==> config.mk <==
export PLATFORM = sky130hd
export DESIGN_NAME = csr_access_arb
export DESIGN_NICKNAME = d
export VERILOG_FILES = /design/src/rtl/csr_access_arb.sv
export SDC_FILE = /design/constraint.sdc
export NUM_CORES = 1
export LEC_CHECK = 0
export ABC_AREA = 1
export BUFFER_PORTS_ARGS = -buffer_cell sky130_fd_sc_hd__buf_2
export CAP_MARGIN = 20
export CORE_AREA = 2 2 136 138
export DETAILED_ROUTE_END_ITERATION = 10
export DIE_AREA = 0 0 138 140
export HOLD_SLACK_MARGIN = 0.12
export PLACE_DENSITY = 0.79
export SETUP_SLACK_MARGIN = 0.4
export SLEW_MARGIN = 20
export SYNTH_ARGS = -nofsm -noshare
export SYNTH_HDL_FRONTEND = slang
export SYNTH_SLANG_ARGS = --single-unit
==> constraint.sdc <==
create_clock -name clk -period 2 [get_ports clk]
set_clock_uncertainty 0.2 [all_clocks]
set_input_delay 0.2 -clock clk [delete_from_list [all_inputs] [get_ports clk]]
set_output_delay 0.2 -clock clk [all_outputs]
set_load 0.02 [all_outputs]
==> src/rtl/csr_access_arb.sv <==
// rtl/csr_access_arb.sv - two-port CSR read / masked-write arbiter and sequencer
// Optional macro CSR_ARB_SKIPWR_EN: skip the write cycle when the masked data already matches.
module csr_access_arb #(
  parameter int NUM_W  = 14,
  parameter int DATA_W = 32
) (
  input  logic              clk,
  input  logic              resetn,
  input  logic              p_req,
  input  logic [1:0]        p_op,
  input  logic [NUM_W-1:0]  p_num,
  input  logic [DATA_W-1:0] p_wmask,
  input  logic [DATA_W-1:0] p_wdata,
  output logic              p_ready,
  output logic              p_resp_valid,
  output logic              p_resp_flushed,
  output logic [DATA_W-1:0] p_rdata,
  input  logic              c_req,
  input  logic [1:0]        c_op,
  input  logic [NUM_W-1:0]  c_num,
  input  logic [DATA_W-1:0] c_wmask,
  input  logic [DATA_W-1:0] c_wdata,
  output logic              c_ready,
  output logic              c_resp_valid,
  output logic [DATA_W-1:0] c_rdata,
  input  logic              flush,
  output logic              csr_re,
  output logic [NUM_W-1:0]  csr_num,
  input  logic [DATA_W-1:0] csr_rvalue,
  output logic              csr_we,
  output logic [DATA_W-1:0] csr_wmask,
  output logic [DATA_W-1:0] csr_wvalue,
  output logic              busy
);

  typedef enum logic [1:0] {S_IDLE, S_RD, S_WR, S_RSP} state_t;

  state_t            r_state;
  state_t            w_next;
  logic              r_owner_c;
  logic              r_last_c;
  logic              r_flushed;
  logic [1:0]        r_op;
  logic [NUM_W-1:0]  r_num;
  logic [DATA_W-1:0] r_wmask;
  logic [DATA_W-1:0] r_wdata;
  logic [DATA_W-1:0] r_p_rdata;
  logic [DATA_W-1:0] r_c_rdata;
  logic              w_grant_p;
  logic              w_grant_c;
  logic              w_accept;
  logic              w_is_wr;
  logic              w_abort;
  logic              w_skip;

  // Ties go to the port that was not granted last; reset leaves C as last so P wins first.
  assign w_grant_p = resetn && (r_state == S_IDLE) && !flush && p_req && (!c_req || r_last_c);
  assign w_grant_c = resetn && (r_state == S_IDLE) && !flush && c_req && (!p_req || !r_last_c);
  assign w_accept  = w_grant_p || w_grant_c;
  assign w_is_wr   = (r_op == 2'b01) || (r_op == 2'b10);
  assign w_abort   = !r_owner_c && flush;

`ifdef CSR_ARB_SKIPWR_EN
  assign w_skip = ((csr_rvalue & r_wmask) == (r_wdata & r_wmask));
`else
  assign w_skip = 1'b0;
`endif

  always_ff @(posedge clk or negedge resetn) begin
    if (!resetn) r_state <= S_IDLE;
    else         r_state <= w_next;
  end

  always_comb begin
    w_next = r_state;
    case (r_state)
      S_IDLE:  if (w_accept) w_next = S_RD;
      S_RD:    w_next = (w_abort || !w_is_wr || w_skip) ? S_RSP : S_WR;
      S_WR:    w_next = S_RSP;
      S_RSP:   w_next = S_IDLE;
      default: w_next = S_IDLE;
    endcase
  end

  always_comb begin
    csr_re         = 1'b0;
    csr_we         = 1'b0;
    csr_num        = '0;
    csr_wmask      = '0;
    csr_wvalue     = '0;
    p_resp_valid   = 1'b0;
    c_resp_valid   = 1'b0;
    p_resp_flushed = 1'b0;
    case (r_state)
      S_RD: begin
        csr_re  = 1'b1;
        csr_num = r_num;
      end
      S_WR: if (!w_abort) begin
        csr_we     = 1'b1;
        csr_num    = r_num;
        csr_wmask  = r_wmask;
        csr_wvalue = r_wdata;
      end
      S_RSP: begin
        p_resp_valid   = !r_owner_c;
        c_resp_valid   = r_owner_c;
        p_resp_flushed = !r_owner_c && r_flushed;
      end
      default: ;
    endcase
  end

  assign p_ready = w_grant_p;
  assign c_ready = w_grant_c;
  assign busy    = (r_state != S_IDLE);
  assign p_rdata = r_p_rdata;
  assign c_rdata = r_c_rdata;

  always_ff @(posedge clk or negedge resetn) begin
    if (!resetn) begin
      r_owner_c <= 1'b0;
      r_last_c  <= 1'b1;
      r_flushed <= 1'b0;
      r_op      <= 2'b00;
      r_num     <= '0;
      r_wmask   <= '0;
      r_wdata   <= '0;
      r_p_rdata <= '0;
      r_c_rdata <= '0;
    end else begin
      if (w_accept) begin
        r_owner_c <= w_grant_c;
        r_last_c  <= w_grant_c;
        r_flushed <= 1'b0;
        r_op      <= w_grant_c ? c_op    : p_op;
        r_num     <= w_grant_c ? c_num   : p_num;
        r_wmask   <= w_grant_c ? c_wmask : p_wmask;
        r_wdata   <= w_grant_c ? c_wdata : p_wdata;
      end
      if (r_state == S_RD) begin
        if (r_owner_c) r_c_rdata <= csr_rvalue;
        else           r_p_rdata <= csr_rvalue;
      end
      if (((r_state == S_RD) || (r_state == S_WR)) && w_abort) r_flushed <= 1'b1;
    end
  end

endmodule

* Word level (Yosys, flattened, before mapping)
Index checks and enable logic that the tools add are counted.
Widths: inputs -> output; s select.
** Operators by class
- Multiplexer cells :: 21
- Reductions and logical operators :: 26
- Equal/unequal tests :: 6
- Bitwise gates (word level) :: 1
** Operator list (number)
- $mux 32 :: 6
- $mux 14 :: 2
- $pmux 14 s2 :: 1
- $logic_and 1x1->1 :: 9
- $mux 1 :: 9
- $pmux 2 s4 :: 1
- $eq 2x2->1 const B :: 3
- $logic_not 1->1 :: 6
- $logic_or 1x1->1 :: 6
- $eq 2x1->1 const B :: 2
- $mux 2 :: 2
- $reduce_and 2->1 :: 2
- $reduce_bool 2->1 :: 2
- $logic_not 2->1 :: 1
- $ne 2x2->1 const B :: 1
- $not 1->1 :: 1
** Word-level totals
- Input port bits :: 197
- Register bits after elaboration :: 149

* Depth between registers and ports, before layout
Gate-level depths: netlist (run 1).
- Depth after elaboration :: 8
- Depth in mapped cells :: 10
- Depth with buffers taken out :: 9

* Worst setup path after synthesis (run 1)
Ideal clock, no wire load.
- Kind :: register -> output
- Start :: reg r_state[0]
- End :: out csr_wmask[0]
- Data required time :: 1.600 ns
- Buffers on the path :: 1
- Arrival :: 1.567 ns
- Stages on the path, launching flop included :: 7
- Slack :: 0.033 ns
- Cell sequence :: dfrtp_1 -> inv_1 -> ha_1 -> a21boi_2 -> inv_2 -> buf_2 -> nor2_1
** On the way
- Cells in the longest elaborated chain, start to end :: 2
** Ends and longest elaborated chain
- start, declared :: RTL line 38 : state_t r_state;
- start signal, assigned :: RTL line 71 : else r_state <= w_next;
- $eq 2x2->1 :: RTL line 94 : case (r_state)
- $mux 32 :: RTL line 94
- end, declared :: RTL line 31 : output logic [DATA_W-1:0] csr_wmask,
No other way between the ends.

* Final worst setup path (run 1)
- Start :: reg r_state[0]
- End :: out csr_wvalue[4]
** On the way
- Cells in the longest elaborated chain, start to end :: 2
** Ends and longest elaborated chain
- $eq 2x2->1 :: RTL line 94
- $mux 32 :: RTL line 94
- end, declared :: RTL line 32 : output logic [DATA_W-1:0] csr_wvalue,
No other way between the ends.

==> results by group, run 1 <==
Status
  – Status: finished, violations left
  – Failing checks: negative setup slack

Detailed routing
  – DR vias: 9040
  – Drt first pass iters: 5
  – DRT iter0 DRCs: between 500 and 600
  – Number of remaining DRC errors: 0
  – Avg WL per Cell: 18.1 microns
  – Antenna-violating nets left: 0
  – Final wirelength: about 32000 microns
  – Vias/cell: 5.16

Synthesis
  – Adder-cell share of the synthesized area: 0.00848
  – Largest family of logic cells by synthesized area: simple AND/OR/NAND/NOR gates
  – Syn nets: 1170
  – Sequential area share after synthesis: 0.506
  – Post-synthesis compound-gate area fraction: 0.133
  – #FFs+latches synth: 149
  – Yosys warning count: 0
  – Avg Cell Area, Syn: 7.62 sq um
  – Synth Area in XOR/XNOR: 0
  – Mux cell area share after synthesis: 0
  – Cell area after synthesis: roughly 0.0074 sq mm
  – Simple-Gate Fraction of Synth Area: 0.207
  – Library cells used by synthesis: 20
  – Cells after synthesis: 968

STA
  – Min cycle time layout: around 2300 ps
  – Worst-margin pin slew: 791 ps
  – Max Fclk: 437 MHz
  – Slew headroom: 0.473
  – Ratio of final minimum period to clock period: 1.15
  – Hold Slack: 134 ps
  – Setup Viol. Count Final: 161
  – Final hold violations: 0
  – Setup ws final: -291 ps
  – RSZ-0062 raised after global routing: yes
  – Slew Limit Fails: 0

Setup path
  – Crit path launch type: register
  – Crit path launch: r_state[0]
  – Arrival @ worst endpoint: between 1500 and 2000 ps
  – FF-to-FF path depth: 11
  – CP max FO: 19
  – Crit Path Class: register to output pin
  – Critical path required time: 1600 ps
  – Reg2Reg Capture Point: r_wmask[13]
  – R2R Path Start: r_state[0]
  – CP Capture Point: csr_wvalue[4]
  – CP endpoint kind: output pin
  – Reg2reg setup slack: -190 ps

GRT
  – Largest net degree at the start of global routing: 150
  – GRT Residual Overflow: 0
  – GRT Total Usage: 0.326
  – Initial antenna violation count: 2
  – First-pass GRT wire length: 50100 microns
  – Vias in the first global route: 9891

Place
  – Hpwl dp: 15300 microns
  – DP Cell Count: 1512
  – Port Buffers: approximately 350
  – Post-Place Cell Area: a little under 0.01 sq mm
  – Placer Congestion: 0.836

Floorplanning
  – Top-level I/O count: 347
  – DIE AREA: about 0.019 sq mm
  – Die H: between 100 and 150 microns
  – Placeable Area: 0.0178 sq mm
  – Horiz. Die Dim: 138 microns
  – Starting Density: 0.415
  – # rows: 49

Layout
  – Layout cell share with drive strength beyond 1: 0.342
  – Cell area after layout: 0.0132 sq mm
  – Multi-input gate area: roughly 0.0031 sq mm
  – Final Non-Filler Cells: 1752
  – Fillers: 1058
  – FF/Latch Area: 0.00373 sq mm
  – # nets final: 1709
  – Area grow syn2layout: 79.4%

Pwr
  – Psw: 7.80 mW
  – P per Cell Area: 1330 mW/mm^2
  – Sw frac: 0.442
  – Reg power frac: 0.307
  – Leak: roughly 7.3 nW
  – Int Power: 9.83 mW
  – Worst IR Drop VDD: 0.00119 V
  – Combinational group share of total power: 0.504
  – Clock power share: 0.189

Worst hold path
  – Hold Crit Class: input pin to register

Clock network
  – Clk_lat worst skew: 410 ps
  – TritonCTS clock tree: yes
  – CTS H-tree depth: 4
  – Cts bufs inserted: 17
  – Clk sinks: between 100 and 150
  – Clock Tree Root: clkbuf_16
  – Max clock buf depth: 2
  – CTS clk-pin slew, worst paths: 70 ps

Flow run
  – Max-cap viol count: 0
[synthesized netlist by cell type]
cell type	n	area, sq um
o21ai_0	70	350
o211ai_1	80	601
nand2_2	2	12.5
ha_1	5	62.6
o21ai_2	1	8.76
nand3_1	2	10.0
dfstp_2	1	26.3
inv_2	2	7.51
buf_4	11	82.6
nand2_1	316	1190
buf_2	28	140
inv_1	202	758
a21boi_2	1	11.3
dfrtp_1	148	3700
a21oi_1	2	10.0
nor2_2	1	6.26
buf_6	5	56.3
nor3_1	1	5.00
clkbuf_1	9	33.8
nor2_1	81	304
[power by group through the flow]
stage	Combinational (mW)	Clock, mW	Sequential, mW
final	8.89	3.33	5.41
after CTS	8.39	3.38	5.25
after detailed placement	7.25	0	5.24
after global routing	9.54	3.52	5.54
after floorplan	3.97	0	5.94
after global placement	7.04	0	5.23
[routing by layer]
| layer | up-vias | wire length (microns) | global-route usage |
|---|---|---|---|
| li1 | 4014 | - | - |
| met1 | 4207 | 11000 | 0.352 |
| met2 | 630 | 15800 | 0.564 |
| met3 | 189 | 2650 | 0.0797 |
| met4 | 0 | 2280 | 0.224 |
| met5 | - | 0 | 0 |
[cell usage in the layout (no fill, tap or decap), types with 4 or more instances in the layout]
master	n
clkbuf_16	17
nand2_4	5
dlygate4sd3_1	194
buf_16	7
buf_6	58
inv_2	4
nor2_4	34
inv_8	5
o21ai_0	66
bufbuf_16	4
nand2_2	5
buf_4	35
inv_1	197
nand2_1	307
buf_12	12
nor2_2	46
o211ai_1	80
inv_6	6
buf_2	261
dfrtp_1	148
[sequential cells by signal, indices dropped and copies added, names as in the netlist]
| register | count |
|---|---|
| r_owner_c | 1 |
| c_rdata | 32 |
| r_state | 2 |
| r_op | 2 |
| r_flushed | 1 |
| p_rdata | 32 |
| r_last_c | 1 |
| r_wdata | 32 |
| r_wmask | 32 |
| r_num | 14 |
[how the worst min path moves through the flow]
stage	slack (ps)	cells past startpoint	to	from
2_1_floorplan	-300	0	c_rdata[0]	resetn
3_3_place_gp	240	2	r_num[6]	resetn
3_5_place_dp	240	2	r_wmask[29]	resetn
4_1_cts	100	5	r_last_c	c_req
5_1_grt	180	5	r_last_c	c_req
6_report	130	5	r_owner_c	c_req
[critical path: stages (launching register included)]
cell,delay [ps]
dfrtp_1,400
inv_2,100
ha_4,130
a21boi_4,270
inv_6,110
buf_12,180
nor2_2,140
buf_6,140
[layout make-up]
class | count | area share
timing repair buffer | 573 | 0.359
sequential | 149 | 0.282
multi-input combinational | 562 | 0.232
inverter | 204 | 0.0586
clock buffer | 17 | 0.0321
tap | 229 | 0.0217
clock inverter | 15 | 0.0138
antenna | 3 | 0.000567
[cells by family (layout without fill, tap and decap cells)]
kind of cell	after synthesis	count (layout)
and+or+nand+nor	403	403
adders and majority gates	5	5
buffers and inverters	257	809
other	0	3
AOI/OAI and AO/OA	154	154
DFF	149	149
[what timing repair did]
action                                 in CTS  in global routing
buffers inserted                            4                  0
endpoints found under the hold margin     295                  0
setup endpoints to repair                 233                235
pin swaps                                   9                  6
gates cloned                                7                  0
resized for setup                         171                 26
hold buffers                              194                  0
[metrics by stage]
step	setup TNS (ps)	setup WS, ps	power, mW	utilization
finish	-25120	-291	17.6	0.744
global route	-41000	-349	18.6	0.744
CTS	-19990	-284	17.0	0.740
detailed placement	0	43.1	12.5	0.552
global placement	0	87.3	12.3	0.552
floorplan	0	179	9.91	-
Power figures use the tool's default switching activity.
==> run 2: changes to the inputs <==
- ABC_AREA: 1 -> unset
- CORE_AREA: 2 2 136 138 -> 2 2 134 136
- DIE_AREA: 0 0 138 140 -> 0 0 136 138
==> run 2 against run 1 <==
Against the previous run:
- the run ends with negative hold slack, negative setup slack left
- non-clock buffer count increased by 56
- highest routed layer is now met5
- hold slack got worse by 230 ps
- synthesized cell count decreased by 37%
- critical path depth decreased by 1
- flip-flop and latch count unchanged
==> results by group, run 2 <==
Status
  – Status: finished, violations left
  – Failing checks: negative hold slack, negative setup slack

Detailed routing
  – Drt first pass iters: 4
  – DR vias: 7763
  – Vias/cell: 5.30
  – Antenna-violating nets left: 0
  – Final wirelength: 34200 microns
  – DRT iter0 DRCs: 360
  – Avg WL per Cell: 23.3 microns
  – Number of remaining DRC errors: 0

Setup path
  – Critical path required time: ~1600 ps
  – CP max FO: 7
  – Crit path launch type: register
  – Crit Path Class: register to output pin
  – CP peak stage delay: 390 ps
  – R2R Path Start: r_state[0]
  – Critical path's slowest cell: dfrtp_1
  – CP endpoint kind: output pin
  – Arrival @ worst endpoint: 1850 ps
  – Crit path launch: r_state[0]
  – CP cell instances: buf_4 > ha_4 > o21a_4 > buf_12 > and2_4 > buf_6

STA
  – Setup Viol. Count Final: 117
  – Slew headroom: 0.608
  – Setup ws final: -248 ps
  – Ratio of final minimum period to clock period: 1.12
  – Slew Limit Fails: 0
  – Min cycle time layout: 2250 ps
  – Final hold violations: 1
  – Worst-margin pin slew: 587 ps
  – Max Fclk: ~440 MHz
  – RSZ-0062 raised after global routing: yes
  – Hold Slack: -101 ps

Clock network
  – CTS clk-pin slew, worst paths: 60 ps
  – Cts bufs inserted: 17
  – Clk sinks: 149
  – CTS H-tree depth: 4
  – Max clock buf depth: 2
  – Clk_lat worst skew: 420 ps
  – Cts hold-fix bufs: about 190
  – TritonCTS clock tree: yes
  – Clock Tree Root: clkbuf_16

GRT
  – GRT Total Usage: 0.307
  – Vias in the first global route: 8229
  – Initial antenna violation count: 6
  – Largest net degree at the start of global routing: ~110
  – GRT Residual Overflow: 0
  – First-pass GRT wire length: 44200 microns

Pwr
  – Leak: roughly 6.6 nW
  – Combinational group share of total power: 0.562
  – Clock power share: 0.150
  – Worst IR Drop VDD: 0.00101 V
  – P per Cell Area: between 1000 and 1500 mW/mm^2
  – Psw: around 8.4 mW
  – Tot Pwr: 20.8 mW
  – Sw frac: 0.404
  – Int Power: around 12 mW
  – Reg power frac: 0.288

Layout
  – Fillers: about 840
  – FF/Latch Area: 0.00373 sq mm
  – Layout cell share with drive strength beyond 1: 0.634
  – Most common cell after layout, fill and taps aside: buf_2
  – Post-layout util: 0.831
  – Final Non-Filler Cells: 1465
  – Highest-count cells in the layout ignoring fill and taps: 260 x buf_2, 194 x dlygate4sd3_1, 147 x dfrtp_1, 93 x buf_6, 80 x mux2i_1
  – Area grow syn2layout: 110%
  – # nets final: 1421
  – Multi-input gate area: 0.00410 sq mm

Synthesis
  – Commonest cells in the synthesized netlist: 148 x dfrtp_1, 82 x a21oi_1, 82 x nor2_1
  – Syn nets: around 800
  – Top-count cell post-synth: dfrtp_1
  – Post-synth EDFFs: 0
  – Asr flop ratio synth: 1.00
  – Cells after synthesis: 612
  – Top cell type by total area after synthesis: dfrtp_1
  – Library cells used by synthesis: 26
  – Post-synth top flop: dfrtp_1
  – Avg Cell Area, Syn: 11.3 sq um
  – Yosys warning count: 0
  – Share of the synthesized area in the top cell type: 0.534
  – #FFs+latches synth: roughly 150
  – Cell area after synthesis: 0.00694 sq mm
  – Sequential area share after synthesis: 0.538
  – Top cells by area, synth: dfrtp_1 53%, mux2i_1 12%, mux2_2 10%, and2_1 7.2%, a21oi_1 5.9%

Floorplanning
  – Top-level I/O count: ~350
  – # rows: 49
  – Die H: roughly 140 microns
  – Horiz. Die Dim: 136 microns
  – DIE AREA: 0.0188 sq mm
  – Starting Density: 0.396
  – Placeable Area: 0.0175 sq mm

Worst hold path
  – Hold Crit Class: input pin to register
  – Min-delay src: c_req

Place
  – Placer Congestion: a little under 0.8
  – DP Cell Count: 1171
  – Hpwl dp: between 10000 and 15000 microns
  – Port Buffers: 346

Flow run
  – Max-cap viol count: 0
==> run 2: changes by cell type in the layout (fill, tap and decap cells not counted), moves of 17 or more <==
cell / change
nand2_1: -304
inv_1: -195
mux2i_1: +80
o211ai_1: -80
and2_4: +79
a21oi_2: +75
o21ai_0: -64
mux2_2: +62
nor2_2: -36
buf_6: +35
nor2_4: +27
buf_4: -17
==> run 2: worst paths after layout <==
path / to / slack [ps] / cells past startpoint
worst max-delay path: csr_num[3] / -250 / 6
worst min-delay path: r_last_c / -100 / 3
worst max register to register: r_wdata[29] / -100 / 12
worst min register to register: p_rdata[3] / 300 / 1
max in group asynchronous: r_op[1] / 800 / 3
min in group asynchronous: r_wdata[10] / 390 / 3
==> run 2: critical path, delay by kind of cell (launching register included) <==
family	cells	cell delay [ps]
DFF	1	390
and+or+nand+nor	1	160
adders and majority gates	1	190
AOI/OAI and AO/OA	1	250
buffers and inverters	3	420
==> run 2: cells by family after synthesis <==
kind of cell | count (synthesis) | share of synthesized area
muxes | 144 | 0.219
AOI/OAI and AO/OA | 92 | 0.0680
and+or+nand+nor | 175 | 0.128
adders and majority gates | 5 | 0.00902
xor gates and xnor gates | 1 | 0.00126
DFF | 149 | 0.538
buffers and inverters | 46 | 0.0368
==> run 2: metal layers <==
| layer | part of all wire | track usage | routed length [microns] | vias to the layer above |
|---|---|---|---|---|
| met1 | 0.35 | 0.324 | 12000 | 3841 |
| met5 | 0.00032 | 0 | 11 | - |
| met2 | 0.52 | 0.550 | 17800 | 419 |
| li1 | - | - | - | 3317 |
| met3 | 0.062 | 0.0730 | 2120 | 184 |
| met4 | 0.065 | 0.176 | 2220 | 2 |
==> run 2: repair_timing <==
action | CTS | global route
endpoints found under the setup margin | 231 | 234
cloned | 17 | 18
setup buffers | 25 | 4
gates resized for setup | 269 | 212
endpoints found under the hold margin | 296 | 1
pin swaps | 12 | 5
==> run 2: final cells by class <==
type,count,share of cell area
flip-flops and latches,149,0.256
well taps,229,0.0197
multi-input cells,417,0.282
clock buffers,17,0.0292
clock inverters,15,0.00962
diodes,4,0.000687
repair buffers,629,0.401
inverters,5,0.00146
==> run 2: per-stage QoR <==
step                      setup WS (ps)  area (sq um)  TNS, ps
after CTS                          -235         13400   -16760
after detailed placement           58.9          9330        0
after global routing               -342         14600   -28840
after floorplan                     259          7300        0
final                              -248         14600   -18910
after global placement              168          9330        0
==> run 2: power by group through the flow <==
| stage | Combinational, mW | Sequential, mW | Clock, mW |
|---|---|---|---|
| after detailed placement | 7.55 | 5.45 | 0 |
| after floorplan | 4.45 | 6.13 | 0 |
| final | 11.7 | 6.00 | 3.14 |
| after global placement | 7.35 | 5.39 | 0 |
| after CTS | 9.64 | 5.60 | 3.14 |
| after global routing | 12.2 | 6.09 | 3.32 |
